$ cat src/rtl/fetch_unit.sv
// -----------------------------------------------------------------------------
// fetch_unit
//
// Instruction fetch front end. Walks a program counter through block-aligned
// instruction-memory requests (FETCH_WIDTH 32-bit words per block), follows
// predictor redirects and pipeline flushes, and feeds the fetched words through
// a fetch queue to decode one instruction per cycle.
//
// Parameters
//   FETCH_WIDTH  instructions per memory block (power of two, 1..8)
//   FQ_DEPTH     fetch-queue entries (power of two, >= FETCH_WIDTH)
//   RESET_PC     XLEN-wide start address
//
// Ports
//   clk, rst_n                 clock; synchronous active-low reset
//   imem_req_valid/ready/addr  block fetch request (addr is block aligned)
//   imem_resp_valid/data       in-order block response, lane i = base+4*i
//   pred_valid, pred_pc        redirect for the request being issued
//   flush, flush_pc            pipeline redirect, highest priority
//   deq_valid/ready/pc/instr   queue head towards decode
//   fq_count                   current queue occupancy
//   dbg_state                  FSM state (0 REQ, 1 WAIT, 2 DROP)
//   perf_starve_cycles         only with FETCH_PERF_CNT_EN defined: saturating
//                              count of cycles decode was ready but starved
//
// Optional feature macro: FETCH_PERF_CNT_EN
//
// Handshakes: every valid/ready pair transfers exactly on a rising edge where
// both are 1. A request, once valid, holds valid and address stable until it
// is accepted; only a flush may change the address while it waits. Responses
// have no ready: one arrives per accepted request, in order.
// -----------------------------------------------------------------------------

package general_defines;
    localparam int XLEN = 32;
endpackage

module fetch_unit
    import general_defines::*;
#(
    parameter int              FETCH_WIDTH = 2,
    parameter int              FQ_DEPTH    = 8,
    parameter logic [XLEN-1:0] RESET_PC    = '0
) (
    input  logic                        clk,
    input  logic                        rst_n,
    output logic                        imem_req_valid,
    input  logic                        imem_req_ready,
    output logic [XLEN-1:0]             imem_req_addr,
    input  logic                        imem_resp_valid,
    input  logic [FETCH_WIDTH*32-1:0]   imem_resp_data,
    input  logic                        pred_valid,
    input  logic [XLEN-1:0]             pred_pc,
    input  logic                        flush,
    input  logic [XLEN-1:0]             flush_pc,
    output logic                        deq_valid,
    input  logic                        deq_ready,
    output logic [XLEN-1:0]             deq_pc,
    output logic [31:0]                 deq_instr,
    output logic [$clog2(FQ_DEPTH):0]   fq_count,
    output logic [1:0]                  dbg_state
`ifdef FETCH_PERF_CNT_EN
    ,
    output logic [31:0]                 perf_starve_cycles
`endif
);

    localparam int LOG_FW      = $clog2(FETCH_WIDTH);
    localparam int BLOCK_BYTES = FETCH_WIDTH * 4;
    localparam int LANE_W      = LOG_FW + 1;
    localparam int CNT_W       = $clog2(FQ_DEPTH) + 1;
    // A one-entry queue still needs a 1-bit pointer; the occupancy counter
    // keeps the number of live entries within FQ_DEPTH either way.
    localparam int PTR_W       = (FQ_DEPTH > 1) ? $clog2(FQ_DEPTH) : 1;
    localparam int SLOTS       = 1 << PTR_W;

    typedef enum logic [1:0] {
        ST_REQ  = 2'd0,
        ST_WAIT = 2'd1,
        ST_DROP = 2'd2
    } state_t;

    state_t            state_q, state_d;
    logic [XLEN-1:0]   pc_q;
    logic [XLEN-1:0]   wait_pc_q;
    logic [PTR_W-1:0]  wr_ptr_q, rd_ptr_q;
    logic [CNT_W-1:0]  count_q;

    logic [XLEN-1:0]   pc_mem    [SLOTS];
    logic [31:0]       instr_mem [SLOTS];

    logic [XLEN-1:0]   block_mask;
    logic [XLEN-1:0]   req_base;
    logic [XLEN-1:0]   wait_base;
    logic [CNT_W-1:0]  free_cnt;
    logic              req_fire;
    logic              resp_take;
    logic              deq_fire;
    logic [LANE_W-1:0] start_lane;
    logic [CNT_W-1:0]  enq_num;
    logic [FETCH_WIDTH-1:0] lane_en;
    logic [PTR_W-1:0]  lane_slot [FETCH_WIDTH];

    // ------------------------------------------------------------------
    // Request side
    // ------------------------------------------------------------------
    assign block_mask     = ~XLEN'(BLOCK_BYTES - 1);
    assign req_base       = pc_q & block_mask;
    assign imem_req_addr  = req_base;
    assign free_cnt       = CNT_W'(FQ_DEPTH) - count_q;

    // Only ask for a block when the whole block is guaranteed to fit; this
    // is what keeps the queue from ever overflowing.
    assign imem_req_valid = rst_n && (state_q == ST_REQ) &&
                            (free_cnt >= CNT_W'(FETCH_WIDTH));
    assign req_fire       = imem_req_valid && imem_req_ready;

    // ------------------------------------------------------------------
    // Response / enqueue side
    // ------------------------------------------------------------------
    assign resp_take  = imem_resp_valid && (state_q == ST_WAIT) && !flush;
    assign wait_base  = wait_pc_q & block_mask;
    // Lane of the first wanted word: a redirect into the middle of a block
    // drops the words before it.
    assign start_lane = LANE_W'((wait_pc_q >> 2) & XLEN'(FETCH_WIDTH - 1));
    assign enq_num    = CNT_W'(FETCH_WIDTH) - CNT_W'(start_lane);

    always_comb begin
        lane_en = '0;
        for (int i = 0; i < FETCH_WIDTH; i++) begin
            lane_slot[i] = '0;
        end
        for (int i = 0; i < FETCH_WIDTH; i++) begin
            lane_en[i]   = resp_take && (LANE_W'(i) >= start_lane);
            // Kept lanes are packed contiguously starting at the write pointer.
            lane_slot[i] = wr_ptr_q + PTR_W'(i) - PTR_W'(start_lane);
        end
    end

    // ------------------------------------------------------------------
    // Dequeue side
    // ------------------------------------------------------------------
    assign deq_valid = (count_q != '0);
    assign deq_fire  = deq_valid && deq_ready && !flush;
    assign deq_pc    = pc_mem[rd_ptr_q];
    assign deq_instr = instr_mem[rd_ptr_q];
    assign fq_count  = count_q;
    assign dbg_state = state_q;

    // ------------------------------------------------------------------
    // FSM
    // ------------------------------------------------------------------
    always_ff @(posedge clk) begin
        if (!rst_n) begin
            state_q <= ST_REQ;
        end else begin
            state_q <= state_d;
        end
    end

    always_comb begin
        state_d = state_q;
        unique case (state_q)
            ST_REQ: begin
                // A flushed-but-accepted request still owes us a response,
                // which must be thrown away.
                if (req_fire) begin
                    state_d = flush ? ST_DROP : ST_WAIT;
                end
            end
            ST_WAIT: begin
                if (flush) begin
                    state_d = imem_resp_valid ? ST_REQ : ST_DROP;
                end else if (imem_resp_valid) begin
                    state_d = ST_REQ;
                end
            end
            ST_DROP: begin
                // Further flushes here only move pc; the stale response is
                // still outstanding.
                if (imem_resp_valid) begin
                    state_d = ST_REQ;
                end
            end
            default: state_d = ST_REQ;
        endcase
    end

    // ------------------------------------------------------------------
    // PC tracking
    // ------------------------------------------------------------------
    always_ff @(posedge clk) begin
        if (!rst_n) begin
            pc_q      <= RESET_PC;
            wait_pc_q <= RESET_PC;
        end else begin
            if (req_fire) begin
                wait_pc_q <= pc_q;
            end
            if (flush) begin
                pc_q <= flush_pc;
            end else if (req_fire) begin
                pc_q <= pred_valid ? pred_pc : (req_base + XLEN'(BLOCK_BYTES));
            end
        end
    end

    // ------------------------------------------------------------------
    // Queue pointers and occupancy
    // ------------------------------------------------------------------
    always_ff @(posedge clk) begin
        if (!rst_n) begin
            wr_ptr_q <= '0;
            rd_ptr_q <= '0;
            count_q  <= '0;
        end else if (flush) begin
            wr_ptr_q <= '0;
            rd_ptr_q <= '0;
            count_q  <= '0;
        end else begin
            if (resp_take) begin
                wr_ptr_q <= wr_ptr_q + PTR_W'(enq_num);
            end
            if (deq_fire) begin
                rd_ptr_q <= rd_ptr_q + PTR_W'(1);
            end
            count_q <= count_q + (resp_take ? enq_num : '0) - CNT_W'(deq_fire);
        end
    end

    // Storage carries no reset; occupancy alone decides what is live.
    always_ff @(posedge clk) begin
        for (int i = 0; i < FETCH_WIDTH; i++) begin
            if (lane_en[i]) begin
                pc_mem[lane_slot[i]]    <= wait_base + XLEN'(4 * i);
                instr_mem[lane_slot[i]] <= imem_resp_data[32*i +: 32];
            end
        end
    end

`ifdef FETCH_PERF_CNT_EN
    // ------------------------------------------------------------------
    // Decode starvation counter (saturating)
    // ------------------------------------------------------------------
    always_ff @(posedge clk) begin
        if (!rst_n) begin
            perf_starve_cycles <= '0;
        end else if (deq_ready && !deq_valid && (perf_starve_cycles != '1)) begin
            perf_starve_cycles <= perf_starve_cycles + 32'd1;
        end
    end
`endif

endmodule
$ cat config.mk
export PLATFORM = sky130hd
export DESIGN_NAME = fetch_unit
export DESIGN_NICKNAME = d
export VERILOG_FILES = /design/src/rtl/fetch_unit.sv
export SDC_FILE = /design/constraint.sdc
export NUM_CORES = 1
export LEC_CHECK = 0
export CORE_MARGIN = 2
export CORE_UTILIZATION = 46
export CTS_BUF_LIST = sky130_fd_sc_hd__clkbuf_16
export DETAILED_ROUTE_END_ITERATION = 10
export DONT_BUFFER_PORTS = 1
export PLACE_DENSITY = 0.7
export SLEW_MARGIN = 30
export SYNTH_ARGS = -nofsm -noshare
export SYNTH_HDL_FRONTEND = slang
export SYNTH_SLANG_ARGS = --single-unit
$ cat constraint.sdc
create_clock -name clk -period 7.95 [get_ports clk]
set_input_delay 2.385 -clock clk [delete_from_list [all_inputs] [get_ports clk]]
set_output_delay 2.385 -clock clk [all_outputs]
set_load 0.03 [all_outputs]
# Yosys cells after proc, flatten, opt, wreduce, memory -nomap -nowiden

Memory sizes are Yosys's and may differ from the RTL's. A register that Yosys moved wholly into a read port is not among the register bits.
Cells that the tools add are included.

Bits in registers: 76
Memory bits (writable): 512
Input port bits: 135
Memories: 2

Memory list:

| name      | depth | width | read ports | clocked after memory_dff | write ports | line | RTL |
|---|---|---|---|---|---|---|---|
| instr_mem | 8     | 32    | 1          | 1                        | 2           | 90   | `logic [31:0] instr_mem [SLOTS];` |
| pc_mem    | 8     | 32    | 1          | 1                        | 2           | 89   | `logic [XLEN-1:0] pc_mem [SLOTS];` |

Add/sub/neg operators: 11
$lt $le $gt $ge: 3
Equality and inequality tests: 3
Mux-type cells: 18
Bitwise operators: 1
Reductions and logical operators: 14

Operators with widths:

| cell                                                               | number |
|---|---|
| 2-to-1 mux 32 bit                                                  | 3 |
| adder 32 x 3 -> 32 bit (second input constant)                     | 1 |
| adder 32 x 4 -> 32 bit (second input constant)                     | 1 |
| 2-to-1 mux 3 bit                                                   | 4 |
| 2-to-1 mux 2 bit                                                   | 5 |
| logical AND 1 bit                                                  | 9 |
| adder 3 x 1 -> 3 bit (second input constant)                       | 2 |
| case mux 2 bit (3 select lines)                                    | 1 |
| subtractor 3 x 1 -> 3 bit                                          | 2 |
| adder 4 bit                                                        | 1 |
| greater-or-equal comparator 4 x 2 -> 1 bit (second input constant) | 1 |
| 2-to-1 mux 1 bit                                                   | 4 |
| 2-to-1 mux 4 bit                                                   | 1 |
| nonzero test 4 bit                                                 | 1 |
| subtractor 4 x 1 -> 4 bit                                          | 1 |
| subtractor 4 bit (first input constant)                            | 1 |
| adder 3 bit                                                        | 1 |
| subtractor 2 x 1 -> 3 bit (first input constant)                   | 1 |
| == test 2 x 1 -> 1 bit (second input constant)                     | 1 |
| == test 2 bit (second input constant)                              | 1 |
| greater-or-equal comparator 1 bit (first input constant)           | 2 |
| logical NOT 2 bit                                                  | 1 |
| inequality test 2 bit (second input constant)                      | 1 |
| nonzero test 2 bit                                                 | 1 |
| other kinds (3)                                                    | 3 |

# Longest topological paths before layout

Word-level depth: 6
Gate-level depth with buffers: 10

# Worst setup path before layout

Ideal clock, no wire load.

Kind: input -> output
From: input rst_n
To: output imem_req_valid
Data arrival time: 3.434 ns
Required time: 5.565 ns
Setup slack: 2.131 ns
Stages on the path: 4
Cell sequence: clkbuf_1 clkbuf_1 nand2_1 a21oi_1

Word-level cells in the longest chain between the ends: 2

Ends and longest elaborated chain:

| element                         | line | RTL |
|---|---|---|
| start, declared                 | 46   | `input logic rst_n,` |
| logical AND 1 bit (2 in series) | 114  | `assign imem_req_valid = rst_n && (state_q == ST_REQ) &&` |
| end, declared                   | 47   | `output logic imem_req_valid,` |

No other way between the ends.

==> metrics.cfg <==
[clock_tree]
cts.repair.resized=0
path_clk_slew_ps=60
cts_setup_buffers=0
cts_tree=done
cts-root-buf=clkbuf_16
postCtsHoldBufs=0
insertion_delay_ps=630
clock_sinks=571
cts_buffers=58
htreeDepth=2
clock_path_buffers=3

[power_and_ir_drop]
switching_share=0.220
internal_power_uw=4870
comb_power_share=0.042
switchingPower_uw=1380
ir_drop_mv=0.140
p_leak_uw=0.00968
clockPowerShare=0.422
power.density_mw_per_mm2=207
power_frac_seq=0.536

[worst_hold_path]
min_from=pc_mem[5][2]
hold_path_depth=2
hold_path_class=reg2reg
whs_endpoint=pc_mem[5][2]

[sta]
post-route-period-util=0.684
setup_violations=0
clock_skew_ps=22.3
fmax_mhz=184
period_needed_ps=5440
tightest_slew_ps=941
finalMaxSlewViolations=0
hold_viol=0
rsz0062_at_grt=no
fin_tns_setup_ps=0
slew_headroom=0.372

[logic_synthesis]
synthesis.area_mm2=0.0277
synth_edf_count=488
synth_xor_area_frac=0.00660
yosysTopAreaCell=edfxtp_1
synth.avg_cell_area_um2=14.8
synth_compound_area_frac=0.0383
synth.area.mux_share=0.231
async_reset_ff_frac=0
ys_seq_area_frac=0.589
synthDistinctLibCells=65
synth_top_family_by_area=multiplexers
synth_top_area_share=0.529
ys_ff_latch=571
yosys_warnings=0
synthSimpleGateAreaFrac=0.0949
synth_fa_ha_area_frac=0.00777
ys.flop_type=edfxtp_1
yosys-top-cells-area=edfxtp_1, mux2_2, mux4_2
syn_inst=1870

[route]
drc=0
vias_per_cell=5.92
wl_um=66300
detail_route.wl_per_cell_um=25.2
first_iter_violations=1077
num_vias=15600
drtAntennaViolNets=0
drtPass1Iterations=5

[grt]
met1_usage=0.281
use_met3=0.0466
grt_pass1_vias=16100
track_usage=0.213
grt.overflow.total=0
grt_pass1_wl_um=100000
grt_max_degree=75
use_met2=0.359
grt_busiest_layer=met2
antenna_found_initial=0

[setup_path]
worstSetupPathType=reg2out
endpoint_kind=output port
r2r_setup_slack_ps=4070
crit_path_start_kind=flip-flop
path_max_fanout=74
cp_data_required_time_ps=5570
arrival_ps=3050
r2r-start=wait_pc_q[2]
r2r_cells=9
r2r-end=instr_mem[5][14]

[finish]
syn_to_final_growth_pct=8.83
n_antenna_cell=0
finalNonFillerCells=2629
nFillCells=4910
drive_gt1_frac=0.318
fin_nets=1961
multi_input_area_mm2=0.0106
seqCellArea_mm2=0.0163

[placed_design]
dp_cells=2523
io_buffers=0
place.gp.congestion=0.875
dpl.hpwl_um=38600

[floorplanning]
io_pins=239
rows=89
chipHeight_um=249
die_w_um=249
start_util=0.467
die_area_mm2=0.0622
core-area_mm2=0.0592

[status]
outcome=finished clean

[flow_run]
maxCapViolations=0

-- worst max-delay path by stage --
| stage | to | slack [ps] |
|---|---|---|
| floorplan | imem_req_valid | 2130 |
| global placement | pc_mem[0][21] | 2490 |
| detailed placement | pc_mem[0][21] | 2550 |
| CTS | deq_pc[5] | 2390 |
| global route | deq_instr[19] | 2290 |
| finish | deq_instr[19] | 2510 |
-- synthesized netlist by cell type (3+ instances only) --
cell         n
o31ai_1      5
a211o_1      3
a31oi_1     14
dfxtp_1     83
nor2b_1    118
nor2_1      31
nand2b_1    13
o22ai_1     15
xnor2_1      9
a211oi_1     5
a21oi_1     56
o31a_1       5
buf_4       35
nor4_1       5
edfxtp_1   488
nand3_1     22
o21ai_0     25
buf_1        7
a31o_2       4
nor3_2       3
a2bb2oi_1    4
nor3_1       8
and3_1       7
inv_1       21
and2_1     130
ha_1        14
clkbuf_1    59
nand4_1     12
mux4_2     124
and4_1       3
xor2_1      10
buf_2       55
mux2_2     319
nand2_1    109
a21o_1       5
o211ai_1     6
-- power groups by stage --
| stage | Clock [uW] | Combinational (uW) | Sequential, uW |
|---|---|---|---|
| 2_1_floorplan | 0 | 277 | 3350 |
| 3_3_place_gp | 0 | 252 | 3410 |
| 3_5_place_dp | 0 | 261 | 3410 |
| 4_1_cts | 2680 | 262 | 3350 |
| 5_1_grt | 2790 | 286 | 3350 |
| 6_report | 2640 | 261 | 3350 |
-- cell families (layout without fill, tap and decap cells) --
| group | count (synthesis) | after routing |
|---|---|---|
| AO/OA/AOI/OAI | 166 | 166 |
| flip-flops | 571 | 571 |
| AND/OR/NAND/NOR | 472 | 472 |
| XOR/XNOR | 20 | 20 |
| multiplexers | 445 | 445 |
| buffers and inverters | 179 | 161 |
| adder cells (fa/ha/maj) | 16 | 16 |
| other | 1 | 5 |
-- cell type report --
cell class                 count  area share
timing repair buffer          33      0.0118
sequential                   571       0.542
clock buffer                  58      0.0482
inverter                      22     0.00274
multi-input combinational   1124       0.351
clock inverter                48      0.0122
tap                          773      0.0321
-- registers in the layout (all words and copies together) (netlist names), named ones only --
signal / count
dbg_state: 2
fq_count: 4
instr_mem: 256
pc_mem: 240
pc_q: 30
rd_ptr_q: 3
wait_pc_q: 30
wr_ptr_q: 3
-- metal layers --
metal  wire [um]  up-vias  part of all wire
met1       27900     7935              0.42
met4        1500        0             0.023
li1            -     6991                 -
met3        4750      107             0.072
met5           0        -                 0
met2       32200      530              0.48
-- cells in the final DEF (no fill, tap or decap), drive strengths merged, types with 3 or more instances in the layout --
cell type / instances
nor4: 6
o21ai: 25
and3: 7
a21oi: 56
a2bb2oi: 4
nand2b: 13
bufinv: 5
a211o: 4
conb: 5
nand2: 109
xor2: 10
nor2: 31
a211oi: 6
and2: 130
clkbuf: 58
a21o: 5
o22ai: 15
buf: 33
nor3: 12
nor2b: 118
ha: 14
o31a: 5
o211ai: 6
clkinv: 29
a31oi: 14
nand3: 24
mux2: 319
edfxtp: 488
a31o: 4
mux4: 124
inv: 34
dfxtp: 83
and4: 3
nand4: 13
xnor2: 10
o31ai: 5
-- stage by stage --
step / instance area [um^2] / setup WS, ps / total power [uW] / hold WS (ps) / utilization
after global placement: 28200 / 2490 / 3660 / 431 / 0.477
after CTS: 30100 / 2390 / 6290 / 446 / 0.509
after detailed placement: 28300 / 2550 / 3670 / 438 / 0.478
after global routing: 30100 / 2290 / 6440 / 474 / 0.509
after floorplan: 27700 / 2130 / 3630 / 417 / -
final: 30100 / 2510 / 6250 / 446 / 0.509
-- worst max-delay path, cell delays in order (launching register included) --
cell and delay (ps):
dfxtp_4 770, buf_12 560, mux4_2 600, mux2_2 390
Note: power is estimated with default switching activity, not from simulation.
